### src/rtl/mc_control_fsm.sv
// Multi-cycle MIPS32 control unit: sequences fetch/decode/execute/memory/write-back
// with a ready/timeout memory handshake and a sticky trap state.
module mc_control_fsm #(
    parameter int unsigned MEM_TIMEOUT   = 16,
    parameter int unsigned CNT_W         = 5,
    parameter bit          SUPPORT_SHIFT = 1'b1
) (
    input  logic       clk,
    input  logic       rst_n,
    input  logic [5:0] opc,
    input  logic [5:0] func,
    input  logic       bgezOrbltz,
    input  logic       memReady,
    input  logic       branchTaken,
    output logic       irWrite,
    output logic       pcWrite,
    output logic [1:0] pcSrc,
    output logic       memRead,
    output logic       memWrite,
    output logic [1:0] memDataSize,
    output logic       memBitExtend,
    output logic       rfWriteEnable,
    output logic [1:0] rfWriteDataSel,
    output logic [1:0] rfWriteAddrSel,
    output logic [1:0] aluSrc,
    output logic [3:0] aluFunc,
    output logic       bitXtend,
    output logic       isShift,
    output logic       invOpcode,
    output logic       busError,
    output logic [2:0] state,
    output logic       instRetired
);

    typedef enum logic [2:0] {
        IDLE   = 3'd0,
        FETCH  = 3'd1,
        DECODE = 3'd2,
        EXEC   = 3'd3,
        MEM    = 3'd4,
        WB     = 3'd5,
        TRAP   = 3'd6
    } ctrlState_e;

    localparam logic [3:0] ALU_ADD  = 4'd0;
    localparam logic [3:0] ALU_SUB  = 4'd1;
    localparam logic [3:0] ALU_AND  = 4'd2;
    localparam logic [3:0] ALU_OR   = 4'd3;
    localparam logic [3:0] ALU_XOR  = 4'd4;
    localparam logic [3:0] ALU_NOR  = 4'd5;
    localparam logic [3:0] ALU_SLT  = 4'd6;
    localparam logic [3:0] ALU_SLTU = 4'd7;
    localparam logic [3:0] ALU_SLL  = 4'd8;
    localparam logic [3:0] ALU_SRL  = 4'd9;
    localparam logic [3:0] ALU_SRA  = 4'd10;

    localparam logic [5:0] OP_RTYPE  = 6'h00;
    localparam logic [5:0] OP_REGIMM = 6'h01;
    localparam logic [5:0] OP_J      = 6'h02;
    localparam logic [5:0] OP_JAL    = 6'h03;
    localparam logic [5:0] OP_BEQ    = 6'h04;
    localparam logic [5:0] OP_BNE    = 6'h05;
    localparam logic [5:0] OP_BLEZ   = 6'h06;
    localparam logic [5:0] OP_BGTZ   = 6'h07;
    localparam logic [5:0] OP_ADDI   = 6'h08;
    localparam logic [5:0] OP_ADDIU  = 6'h09;
    localparam logic [5:0] OP_SLTI   = 6'h0A;
    localparam logic [5:0] OP_SLTIU  = 6'h0B;
    localparam logic [5:0] OP_ANDI   = 6'h0C;
    localparam logic [5:0] OP_ORI    = 6'h0D;
    localparam logic [5:0] OP_XORI   = 6'h0E;
    localparam logic [5:0] OP_LUI    = 6'h0F;
    localparam logic [5:0] OP_LB     = 6'h20;
    localparam logic [5:0] OP_LH     = 6'h21;
    localparam logic [5:0] OP_LW     = 6'h23;
    localparam logic [5:0] OP_LBU    = 6'h24;
    localparam logic [5:0] OP_LHU    = 6'h25;
    localparam logic [5:0] OP_SB     = 6'h28;
    localparam logic [5:0] OP_SH     = 6'h29;
    localparam logic [5:0] OP_SW     = 6'h2B;

    localparam logic [5:0] FN_SLL  = 6'h00;
    localparam logic [5:0] FN_SRL  = 6'h02;
    localparam logic [5:0] FN_SRA  = 6'h03;
    localparam logic [5:0] FN_SLLV = 6'h04;
    localparam logic [5:0] FN_SRLV = 6'h06;
    localparam logic [5:0] FN_SRAV = 6'h07;
    localparam logic [5:0] FN_JR   = 6'h08;
    localparam logic [5:0] FN_ADD  = 6'h20;
    localparam logic [5:0] FN_ADDU = 6'h21;
    localparam logic [5:0] FN_SUB  = 6'h22;
    localparam logic [5:0] FN_SUBU = 6'h23;
    localparam logic [5:0] FN_AND  = 6'h24;
    localparam logic [5:0] FN_OR   = 6'h25;
    localparam logic [5:0] FN_XOR  = 6'h26;
    localparam logic [5:0] FN_NOR  = 6'h27;
    localparam logic [5:0] FN_SLT  = 6'h2A;
    localparam logic [5:0] FN_SLTU = 6'h2B;

    ctrlState_e curState, nextState;
    logic [CNT_W-1:0] waitCnt;
    logic waitExpired;

    logic isRAlu, isShamt, isJr, isJ, isJal, isLui, isBranch, isBranchZ;
    logic isIAlu, isZeroExt, isLoad, isStore, validInst;
    logic [3:0] aluOp;
    logic [1:0] accSize;
    logic accUnsigned;

    // Branch condition itself is resolved in the datapath.
    logic unusedIr16;
    assign unusedIr16 = bgezOrbltz;

    always_comb begin
        isRAlu = 1'b0; isShamt = 1'b0; isJr = 1'b0; isJ = 1'b0; isJal = 1'b0;
        isLui = 1'b0; isBranch = 1'b0; isBranchZ = 1'b0; isIAlu = 1'b0;
        isZeroExt = 1'b0; isLoad = 1'b0; isStore = 1'b0;
        aluOp = ALU_ADD; accSize = 2'd0; accUnsigned = 1'b0;
        case (opc)
            OP_RTYPE: begin
                case (func)
                    FN_SLL:          begin isRAlu = SUPPORT_SHIFT; isShamt = 1'b1; aluOp = ALU_SLL; end
                    FN_SRL:          begin isRAlu = SUPPORT_SHIFT; isShamt = 1'b1; aluOp = ALU_SRL; end
                    FN_SRA:          begin isRAlu = SUPPORT_SHIFT; isShamt = 1'b1; aluOp = ALU_SRA; end
                    FN_SLLV:         begin isRAlu = SUPPORT_SHIFT; aluOp = ALU_SLL; end
                    FN_SRLV:         begin isRAlu = SUPPORT_SHIFT; aluOp = ALU_SRL; end
                    FN_SRAV:         begin isRAlu = SUPPORT_SHIFT; aluOp = ALU_SRA; end
                    FN_JR:           isJr = 1'b1;
                    FN_ADD, FN_ADDU: begin isRAlu = 1'b1; aluOp = ALU_ADD; end
                    FN_SUB, FN_SUBU: begin isRAlu = 1'b1; aluOp = ALU_SUB; end
                    FN_AND:          begin isRAlu = 1'b1; aluOp = ALU_AND; end
                    FN_OR:           begin isRAlu = 1'b1; aluOp = ALU_OR; end
                    FN_XOR:          begin isRAlu = 1'b1; aluOp = ALU_XOR; end
                    FN_NOR:          begin isRAlu = 1'b1; aluOp = ALU_NOR; end
                    FN_SLT:          begin isRAlu = 1'b1; aluOp = ALU_SLT; end
                    FN_SLTU:         begin isRAlu = 1'b1; aluOp = ALU_SLTU; end
                    default: ;
                endcase
            end
            OP_J:    isJ = 1'b1;
            OP_JAL:  isJal = 1'b1;
            OP_LUI:  isLui = 1'b1;
            OP_BEQ, OP_BNE:               begin isBranch = 1'b1; aluOp = ALU_SUB; end
            OP_REGIMM, OP_BLEZ, OP_BGTZ:  begin isBranch = 1'b1; isBranchZ = 1'b1; aluOp = ALU_SUB; end
            OP_ADDI, OP_ADDIU: begin isIAlu = 1'b1; aluOp = ALU_ADD; end
            OP_SLTI:  begin isIAlu = 1'b1; aluOp = ALU_SLT; end
            OP_SLTIU: begin isIAlu = 1'b1; aluOp = ALU_SLTU; end
            OP_ANDI:  begin isIAlu = 1'b1; isZeroExt = 1'b1; aluOp = ALU_AND; end
            OP_ORI:   begin isIAlu = 1'b1; isZeroExt = 1'b1; aluOp = ALU_OR; end
            OP_XORI:  begin isIAlu = 1'b1; isZeroExt = 1'b1; aluOp = ALU_XOR; end
            OP_LW:    isLoad = 1'b1;
            OP_LH:    begin isLoad = 1'b1; accSize = 2'd1; end
            OP_LHU:   begin isLoad = 1'b1; accSize = 2'd1; accUnsigned = 1'b1; end
            OP_LB:    begin isLoad = 1'b1; accSize = 2'd2; end
            OP_LBU:   begin isLoad = 1'b1; accSize = 2'd2; accUnsigned = 1'b1; end
            OP_SW:    isStore = 1'b1;
            OP_SH:    begin isStore = 1'b1; accSize = 2'd1; end
            OP_SB:    begin isStore = 1'b1; accSize = 2'd2; end
            default: ;
        endcase
        validInst = isRAlu | isJr | isJ | isJal | isLui | isBranch | isIAlu | isLoad | isStore;
    end

    assign waitExpired = !memReady && (waitCnt == CNT_W'(MEM_TIMEOUT - 1));

    always_ff @(posedge clk or negedge rst_n) begin
        if (!rst_n) begin
            curState  <= IDLE;
            waitCnt   <= '0;
            invOpcode <= 1'b0;
            busError  <= 1'b0;
        end else begin
            curState <= nextState;
            if ((nextState == FETCH || nextState == MEM) && nextState != curState)
                waitCnt <= '0;
            else if ((curState == FETCH || curState == MEM) && !memReady)
                waitCnt <= waitCnt + CNT_W'(1);
            if (curState == DECODE && !validInst)
                invOpcode <= 1'b1;
            if ((curState == FETCH || curState == MEM) && waitExpired)
                busError <= 1'b1;
        end
    end

    always_comb begin
        nextState = curState;
        case (curState)
            IDLE:   nextState = FETCH;
            FETCH:  if (memReady) nextState = DECODE;
                    else if (waitExpired) nextState = TRAP;
            DECODE: if (!validInst) nextState = TRAP;
                    else if (isJ || isJal || isJr || isLui) nextState = FETCH;
                    else nextState = EXEC;
            EXEC:   if (isBranch) nextState = FETCH;
                    else if (isLoad || isStore) nextState = MEM;
                    else nextState = WB;
            MEM:    if (memReady) nextState = isLoad ? WB : FETCH;
                    else if (waitExpired) nextState = TRAP;
            WB:     nextState = FETCH;
            TRAP:   nextState = TRAP;
            default: nextState = IDLE;
        endcase
    end

    always_comb begin
        irWrite = 1'b0; pcWrite = 1'b0; pcSrc = 2'd0;
        memRead = 1'b0; memWrite = 1'b0; memDataSize = 2'd0; memBitExtend = 1'b0;
        rfWriteEnable = 1'b0; rfWriteDataSel = 2'd0; rfWriteAddrSel = 2'd0;
        aluSrc = 2'd0; aluFunc = 4'd0; bitXtend = 1'b0; isShift = 1'b0;
        case (curState)
            FETCH: begin
                memRead = 1'b1;
                if (memReady) begin
                    irWrite = 1'b1;
                    pcWrite = 1'b1;
                end
            end
            DECODE: begin
                if (isJ || isJal) begin
                    pcWrite = 1'b1;
                    pcSrc   = 2'd2;
                end
                if (isJal) begin
                    rfWriteEnable  = 1'b1;
                    rfWriteDataSel = 2'd2;
                    rfWriteAddrSel = 2'd2;
                end
                if (isJr) begin
                    pcWrite = 1'b1;
                    pcSrc   = 2'd3;
                end
                if (isLui) begin
                    rfWriteEnable  = 1'b1;
                    rfWriteDataSel = 2'd3;
                end
            end
            EXEC: begin
                aluFunc = aluOp;
                if (isRAlu) begin
                    isShift = isShamt;
                end else if (isIAlu) begin
                    aluSrc   = 2'd1;
                    bitXtend = isZeroExt;
                end else if (isBranch) begin
                    aluSrc  = isBranchZ ? 2'd2 : 2'd0;
                    pcWrite = branchTaken;
                    pcSrc   = 2'd1;
                end else begin
                    aluSrc = 2'd1;
                end
            end
            MEM: begin
                aluSrc       = 2'd1;
                aluFunc      = ALU_ADD;
                memRead      = isLoad;
                memWrite     = isStore;
                memDataSize  = accSize;
                memBitExtend = accUnsigned;
            end
            WB: begin
                rfWriteEnable  = 1'b1;
                rfWriteDataSel = isLoad ? 2'd1 : 2'd0;
                rfWriteAddrSel = isRAlu ? 2'd1 : 2'd0;
            end
            default: ;
        endcase
    end

    assign instRetired = (nextState == FETCH) &&
                         (curState == DECODE || curState == EXEC || curState == MEM || curState == WB);
    assign state = curState;

endmodule

### config.mk
export PLATFORM = sky130hd
export DESIGN_NAME = mc_control_fsm
export DESIGN_NICKNAME = d
export VERILOG_FILES = /design/src/rtl/mc_control_fsm.sv
export SDC_FILE = /design/constraint.sdc
export NUM_CORES = 1
export LEC_CHECK = 0
export BUFFER_PORTS_ARGS = -buffer_cell sky130_fd_sc_hd__buf_2
export CORE_ASPECT_RATIO = 1.25
export CORE_MARGIN = 4
export CORE_UTILIZATION = 45
export CTS_BUF_LIST = sky130_fd_sc_hd__clkbuf_4 sky130_fd_sc_hd__clkbuf_8 sky130_fd_sc_hd__clkbuf_16
export DETAILED_ROUTE_END_ITERATION = 16
export PLACE_DENSITY_LB_ADDON = 0.3
export SYNTH_ARGS = -nofsm -noshare
export SYNTH_HDL_FRONTEND = slang
export SYNTH_SLANG_ARGS = --single-unit
### constraint.sdc
create_clock -name clk -period 5.2 [get_ports clk]
set_clock_uncertainty 0.1 [all_clocks]
set_input_delay 1.04 -clock clk [delete_from_list [all_inputs] [get_ports clk]]
set_output_delay 1.04 -clock clk [all_outputs]
set_load 0.005 [all_outputs]
==> reports/qor.yml, run 1 <==
timing:
  fmax_mhz: 265
  setup_viol: 0
  maxSlewHeadroom_pct: 64.8
  fin_crit_ns: 3.77
  slew_viol_final: 0
  rsz0062_at_grt: "false"
  fin_tns_setup_ns: 0
  layout_setup_ws_ns: 1.43
  tightest_slew_ns: 0.524
  finalCritPeriodShare_pct: 72.5
  final-hold-violation-count: 0
hold_path:
  whs_endpoint: "invOpcode$_DFFE_PN0P_"
  hold_start: "invOpcode$_DFFE_PN0P_"
  holdPathStages: 1
  hp-class: "reg -> reg"
synth:
  synth_top_area_cell: "dfrtp_1"
  muxShareOfSynthArea_pct: 2.60
  ys_top_cells_by_area: "dfrtp_1 21%, a21oi_1 5.8%, nand2b_1 4.2%, nor2_1 3.7%, and3_1 3.6%"
  synth_top_family_by_area: "compound AO/OA/AOI/OAI gates"
  synth_nets: 177
  ys_warn_count: 0
  synth_seq_cells: 10
  seq_area_frac_synth_pct: 20.8
  yosys.area_share.simple_pct: 29.4
  synth.distinct_cells: 48
  synth_compound_area_share_pct: 32.7
  synth_top_flop_cell: "dfrtp_1"
  syn_area_um2: 1200
  synth_fa_ha_area_share_pct: 2.08
  async_reset_ff_share_pct: 100
  synth_edf_count: 0
  synth_xor_area_share_pct: 5.09
  syn_avg_cell_area_um2: 7.63
  synth_top_cell_area_share_pct: 20.8
  netlist_instances: 158
die:
  num_rows: 20
  core_um2: 2500
  die_area_um2: 3570
  die_h_um: 65.9
  ioPinCount: 45
  fp.dieW_um: 54.3
  start_util_pct: 48.2
critical_path:
  end_kind: "output port"
  slowest_stage: "a211o_1"
  crit_family: "compound AO/OA/AOI/OAI gates"
  r2r_cells: 8
  crit_buf_inv: 2
  cp.required_ns: 4.06
  cpMostUsedCell: "buf_2"
  cpPeakStageDelay_ns: 0.35
  r2r_slack_ns: 2.94
  worst-path-stages: 7
  path_class: "in -> out"
  reg2reg_from: "waitCnt[0]$_DFFE_PN0P_"
  cp_data_arrival_time_ns: 2.63
  path_cells: "buf_2, nor4_4, and2_4, a32oi_2, a211o_1, a211oi_2, buf_2"
  path_max_fanout: 16
  start_kind: "input port"
  rr_endpoint: "waitCnt[4]$_DFFE_PN0P_"
finish:
  final_cells: 228
  area_growth_pct: 20.0
  drive_gt1_share_pct: 28.7
  multi_input_area_um2: 866
  n_fill_cell: 252
  finalNetCount: 215
  fin_util_pct: 57.8
  n_antenna_cell: 0
  regArea_um2: 250
route:
  wl_met1_um: 1330
  wl_met2_um: 1700
  drt-total-wl_um: 3220
  dr.pass1.iters: 4
  ant_nets: 0
  drt_iter0_drc: 43
  vias: 1349
  met3WireLength_um: 135
  top_layer: "met4"
  wl_per_cell_um: 14.1
  post_drt_via_cell_ratio: 5.92
  drc: 0
power:
  ir_worst_vdd_mv: 0.244
  p_sw_share_pct: 44.6
  p_seq_share_pct: 29.9
  p_per_area_nw_per_um2: 323
  clkPwrFrac_pct: 15.0
  p_sw_mw: 0.208
  internal-power_mw: 0.259
  combinationalPowerShare_pct: 55.2
  power.leakage_nw: 0.721
clocking:
  cts-resized-gates: 0
  cts_tree: "done"
  cts_buffer_depth: 2
  clk_pin_slew_ns: 0.07
  cts.sinks: 10
  clock_latency_ns: 0.27
  htree_levels: 1
  cts_buffers: 3
  cts_setup_buffers: 0
  hold_buffers: 0
  clockRootBuffer: "clkbuf_4"
placement:
  pre_cts_ws_ns: 1.44
  hpwlAfterDp_um: 2580
  io_buffers: 43
  routabilityCongestion: 0.848
  dpl.cell_count: 224
global_route:
  grt_pass1_vias: 1332
  antenna_found_initial: 0
  track_usage_pct: 19.6
  grt_pass1_wl_um: 5430
  grt_max_degree: 18
  grt-ovfl-total: 0
outcome:
  status: "complete, no violations"
flow_run:
  drv_cap: 0
==> kinds of logic (layout without fill, tap and decap cells) <==
logic type	Yosys count	after routing
AO/OA/AOI/OAI	55	55
adder cells (fa/ha/maj)	2	2
XOR/XNOR	7	7
multiplexers	3	3
AND/OR/NAND/NOR	61	61
flip-flops	10	10
buffers and inverters	20	57
==> placed cells by master (no fill, tap or decap), drive strengths merged, types with 2 or more instances in the layout <==
master	n
buf	43
inv	10
a22oi	2
a21oi	14
nand4	6
mux2i	2
nand3	3
clkbuf	4
nor2	13
nor2b	6
dfrtp	10
nand2	7
a21o	5
and3	7
nand2b	8
o22ai	4
xor2	5
a211o	4
a32oi	2
xnor2	2
a2111oi	2
and2	3
ha	2
nor3	5
o211ai	2
o221ai	2
o21ai	7
==> synth_stat cells, types with 2 or more instances <==
cell / count
nand2_1: 7
and2_1: 2
inv_1: 10
a21o_1: 5
ha_1: 2
nand2b_1: 8
nor2b_1: 6
and3_1: 7
a22oi_1: 2
nor3_1: 4
dfrtp_1: 10
o211ai_1: 2
o21ai_0: 6
xor2_1: 5
nand4_1: 6
xnor2_1: 2
o22ai_1: 4
a211o_1: 4
o221ai_1: 2
nand3_1: 3
a21oi_1: 14
a2111oi_0: 2
buf_2: 5
nor2_1: 12
clkbuf_1: 4
mux2i_1: 2
==> layout make-up <==
class                   instances  share of cell area [%]
well taps                      33                    2.85
inverters                      10                    2.60
repair buffers                 43                    14.9
clock buffers                   4                    2.51
flip-flops and latches         10                    17.3
multi-input cells             128                    59.9
==> worst max path at each step <==
stage / from / end
detailed placement: opc[1] / instRetired
global route: opc[1] / instRetired
floorplan: opc[0] / instRetired
finish: opc[1] / instRetired
CTS: opc[1] / instRetired
global placement: opc[1] / instRetired
==> power groups by stage <==
| stage | clock network, mW | logic [mW] | registers (mW) |
|---|---|---|---|
| 2_1_floorplan | 0 | 0.203 | 0.117 |
| 3_3_place_gp | 0 | 0.251 | 0.138 |
| 3_5_place_dp | 0 | 0.258 | 0.140 |
| 4_1_cts | 0.0723 | 0.261 | 0.139 |
| 5_1_grt | 0.0754 | 0.290 | 0.146 |
| 6_report | 0.0699 | 0.258 | 0.139 |
==> through the flow <==
step	hold WS [ns]	power, mW	cell area [µm²]
6_report	0.357	0.467	1450
5_1_grt	0.389	0.511	1450
4_1_cts	0.359	0.471	1450
3_5_place_dp	0.343	0.398	1410
3_3_place_gp	0.337	0.389	1410
2_1_floorplan	0.351	0.321	1200
==> state kept, by name, summed over array words and instances (netlist names) <==
register	count
invOpcode	1
busError	1
state	3
waitCnt	5
==> routing by layer <==
layer  vias to the layer above  track usage, %
li1                        666               -
met1                       636            22.5
met2                        40            35.8
met3                         7            1.35
met4                         0            8.10
met5                         -               0
Power figures use the tool's default switching activity.
==> run 2, diff against run 1 <==
- clock period: 5.2 -> 3.5 ns (I/O delays scaled with it)
==> run 2 against run 1 <==
Wire length is essentially flat. Register-to-register slack lost 1.8 ns. Via count is essentially flat. Sequential share of layout area grew 0.075 points. Non-clock buffer count grew 1. Worst hold slack lost 0.17 ns. Count of clock-buffer cells in the layout shrank 1. Total power grew 43%. Combinational power grew 49%.
==> reports/qor.yml, run 2 (synthesis results as in run 1) <==
critical_path:
  path_cells: "buf_2, nor4_4, and2_4, a32oi_2, a211o_1, a211oi_2, buf_2"  # unchanged
  start_kind: "input port"  # unchanged
  cpPeakStageDelay_ns: 0.35  # about the same
  cp_data_arrival_time_ns: 2.28  # was 2.63 ns
  slowest_stage: "a211o_1"  # unchanged
  crit_buf_inv: 2  # unchanged
  crit_family: "compound AO/OA/AOI/OAI gates"  # unchanged
  end_kind: "output port"  # unchanged
  r2r_slack_ns: 1.19  # was 2.94 ns
  cpMostUsedCell: "buf_2"  # unchanged
  path_max_fanout: 16  # unchanged
  path_class: "in -> out"  # unchanged
  cp.required_ns: 2.70  # was 4.06 ns
die:
  fp.dieW_um: 54.3  # unchanged
  die_area_um2: 3570  # unchanged
  start_util_pct: 48.2  # unchanged
  die_h_um: 65.9  # unchanged
  num_rows: 20  # unchanged
  ioPinCount: 45  # unchanged
  core_um2: 2500  # unchanged
finish:
  design_area_um2: 1440  # was 1450 µm²
  drive_gt1_share_pct: 28.7  # unchanged
  regArea_um2: 250  # unchanged
  fin_util_pct: 57.6  # was 57.8%
  finalNetCount: 216  # was 215
  area_growth_pct: 19.5  # was 20.0%
  regMostFlops: "waitCnt"  # unchanged
  mostFrequentLayoutCells: "43 x buf_2, 14 x a21oi_1, 12 x nor2_1, 10 x inv_1, 10 x dfrtp_1"  # unchanged
  final_cells: 228  # unchanged
  n_antenna_cell: 0  # unchanged
  multi_input_area_um2: 866  # unchanged
  largest_reg_flops: 5  # unchanged
  n_fill_cell: 243  # was 252
  final_common_cell: "buf_2"  # unchanged
timing:
  fin_tns_setup_ns: 0  # unchanged
  fin_crit_ns: 3.08
  layout_setup_ws_ns: 0.418  # was 1.43 ns
  setup_viol: 0  # unchanged
  final-hold-violation-count: 0  # unchanged
  whs_ns: 0.191  # was 0.357 ns
  tightest_slew_ns: 0.529  # was 0.524 ns
  maxSlewHeadroom_pct: 64.5  # was 64.8%
  fmax_mhz: 324
  slew_viol_final: 0  # unchanged
  finalCritPeriodShare_pct: 88.1
  rsz0062_at_grt: "false"  # unchanged
route:
  drt_iter0_drc: 35  # was 43
  vias: 1350  # was 1349
  post_drt_via_cell_ratio: 5.92  # about the same
  ant_nets: 0  # unchanged
  drt-total-wl_um: 3220  # about the same
  wl_per_cell_um: 14.1  # about the same
  drc: 0  # unchanged
  dr.pass1.iters: 4  # unchanged
placement:
  hpwlAfterDp_um: 2580  # about the same
  routabilityCongestion: 0.864  # was 0.848
  io_buffers: 43  # unchanged
  dpl.cell_count: 225  # was 224
  place_area_um2: 1420  # was 1410 µm²
  pre_cts_ws_ns: 0.420  # was 1.44 ns
hold_path:
  hp-class: "in -> async"  # was reg -> reg
power:
  ir_worst_vdd_mv: 0.400  # was 0.244 mV
  power.leakage_nw: 0.719  # was 0.721 nW
  p_per_area_nw_per_um2: 464  # was 323 nW/µm²
  power_mw: 0.668  # was 0.467 mW
clocking:
  clk_pin_slew_ns: 0.06  # was 0.07 ns
  clockRootBuffer: "clkbuf_4"  # unchanged
  hold_buffers: 0  # unchanged
  cts_buffers: 3  # unchanged
  clock_latency_ns: 0.25  # was 0.27 ns
  cts_buffer_depth: 2  # unchanged
  htree_levels: 1  # unchanged
  cts_tree: "done"  # unchanged
  cts_setup_buffers: 0  # unchanged
  cts.sinks: 10  # unchanged
  cts-resized-gates: 0  # unchanged
global_route:
  grt-ovfl-total: 0  # unchanged
  grt_pass1_wl_um: 5520  # was 5430 µm
  antenna_found_initial: 0  # unchanged
  grt_pass1_vias: 1308  # was 1332
  grt_max_degree: 18  # unchanged
  track_usage_pct: 19.7  # was 19.6%
flow_run:
  drv_cap: 0  # unchanged
outcome:
  status: "complete, no violations"  # unchanged
==> run 2: cell count changes in the layout (fill, tap and decap cells not counted) <==
cell	delta
clkbuf_8	-1
buf_4	+1
==> run 2: final timing paths <==
kind	start	depth (start not counted)	endpoint
setup / recovery	opc[1]	7	instRetired
hold / removal	rst_n	1	waitCnt[0]$_DFFE_PN0P_
setup reg to reg	waitCnt[0]$_DFFE_PN0P_	8	waitCnt[4]$_DFFE_PN0P_
hold reg to reg	invOpcode$_DFFE_PN0P_	1	invOpcode$_DFFE_PN0P_
max in group asynchronous	rst_n	1	invOpcode$_DFFE_PN0P_
min in group clk	invOpcode$_DFFE_PN0P_	1	invOpcode$_DFFE_PN0P_
==> run 2: metal layers <==
metal | global-route usage, % | share of wire, %
met1 | 23.4 | 40
met2 | 36.4 | 55
met3 | 1.35 | 5.1
met4 | 5.61 | 0.31
met5 | 0 | 0
==> run 2: where the power goes <==
part | internal [mW] | switching (mW)
clock network | 0.0395 | 0.0346
registers | 0.147 | 0.0626
logic | 0.175 | 0.210
==> run 2: layout make-up <==
type / count / area share [%]
Clock buffer: 3 / 1.56
Sequential cell: 10 / 17.4
Tap cell: 33 / 2.87
Multi-Input combinational cell: 128 / 60.1
Inverter: 10 / 2.61
Timing Repair Buffer: 44 / 15.5
==> run 2: worst register-to-register path, delay by kind of cell (launching register included) <==
kind,cells,cell delay [ns]
DFF,1,0.42
adders and majority gates,2,0.46
and+or+nand+nor,2,0.32
AOI/OAI and AO/OA,4,0.92
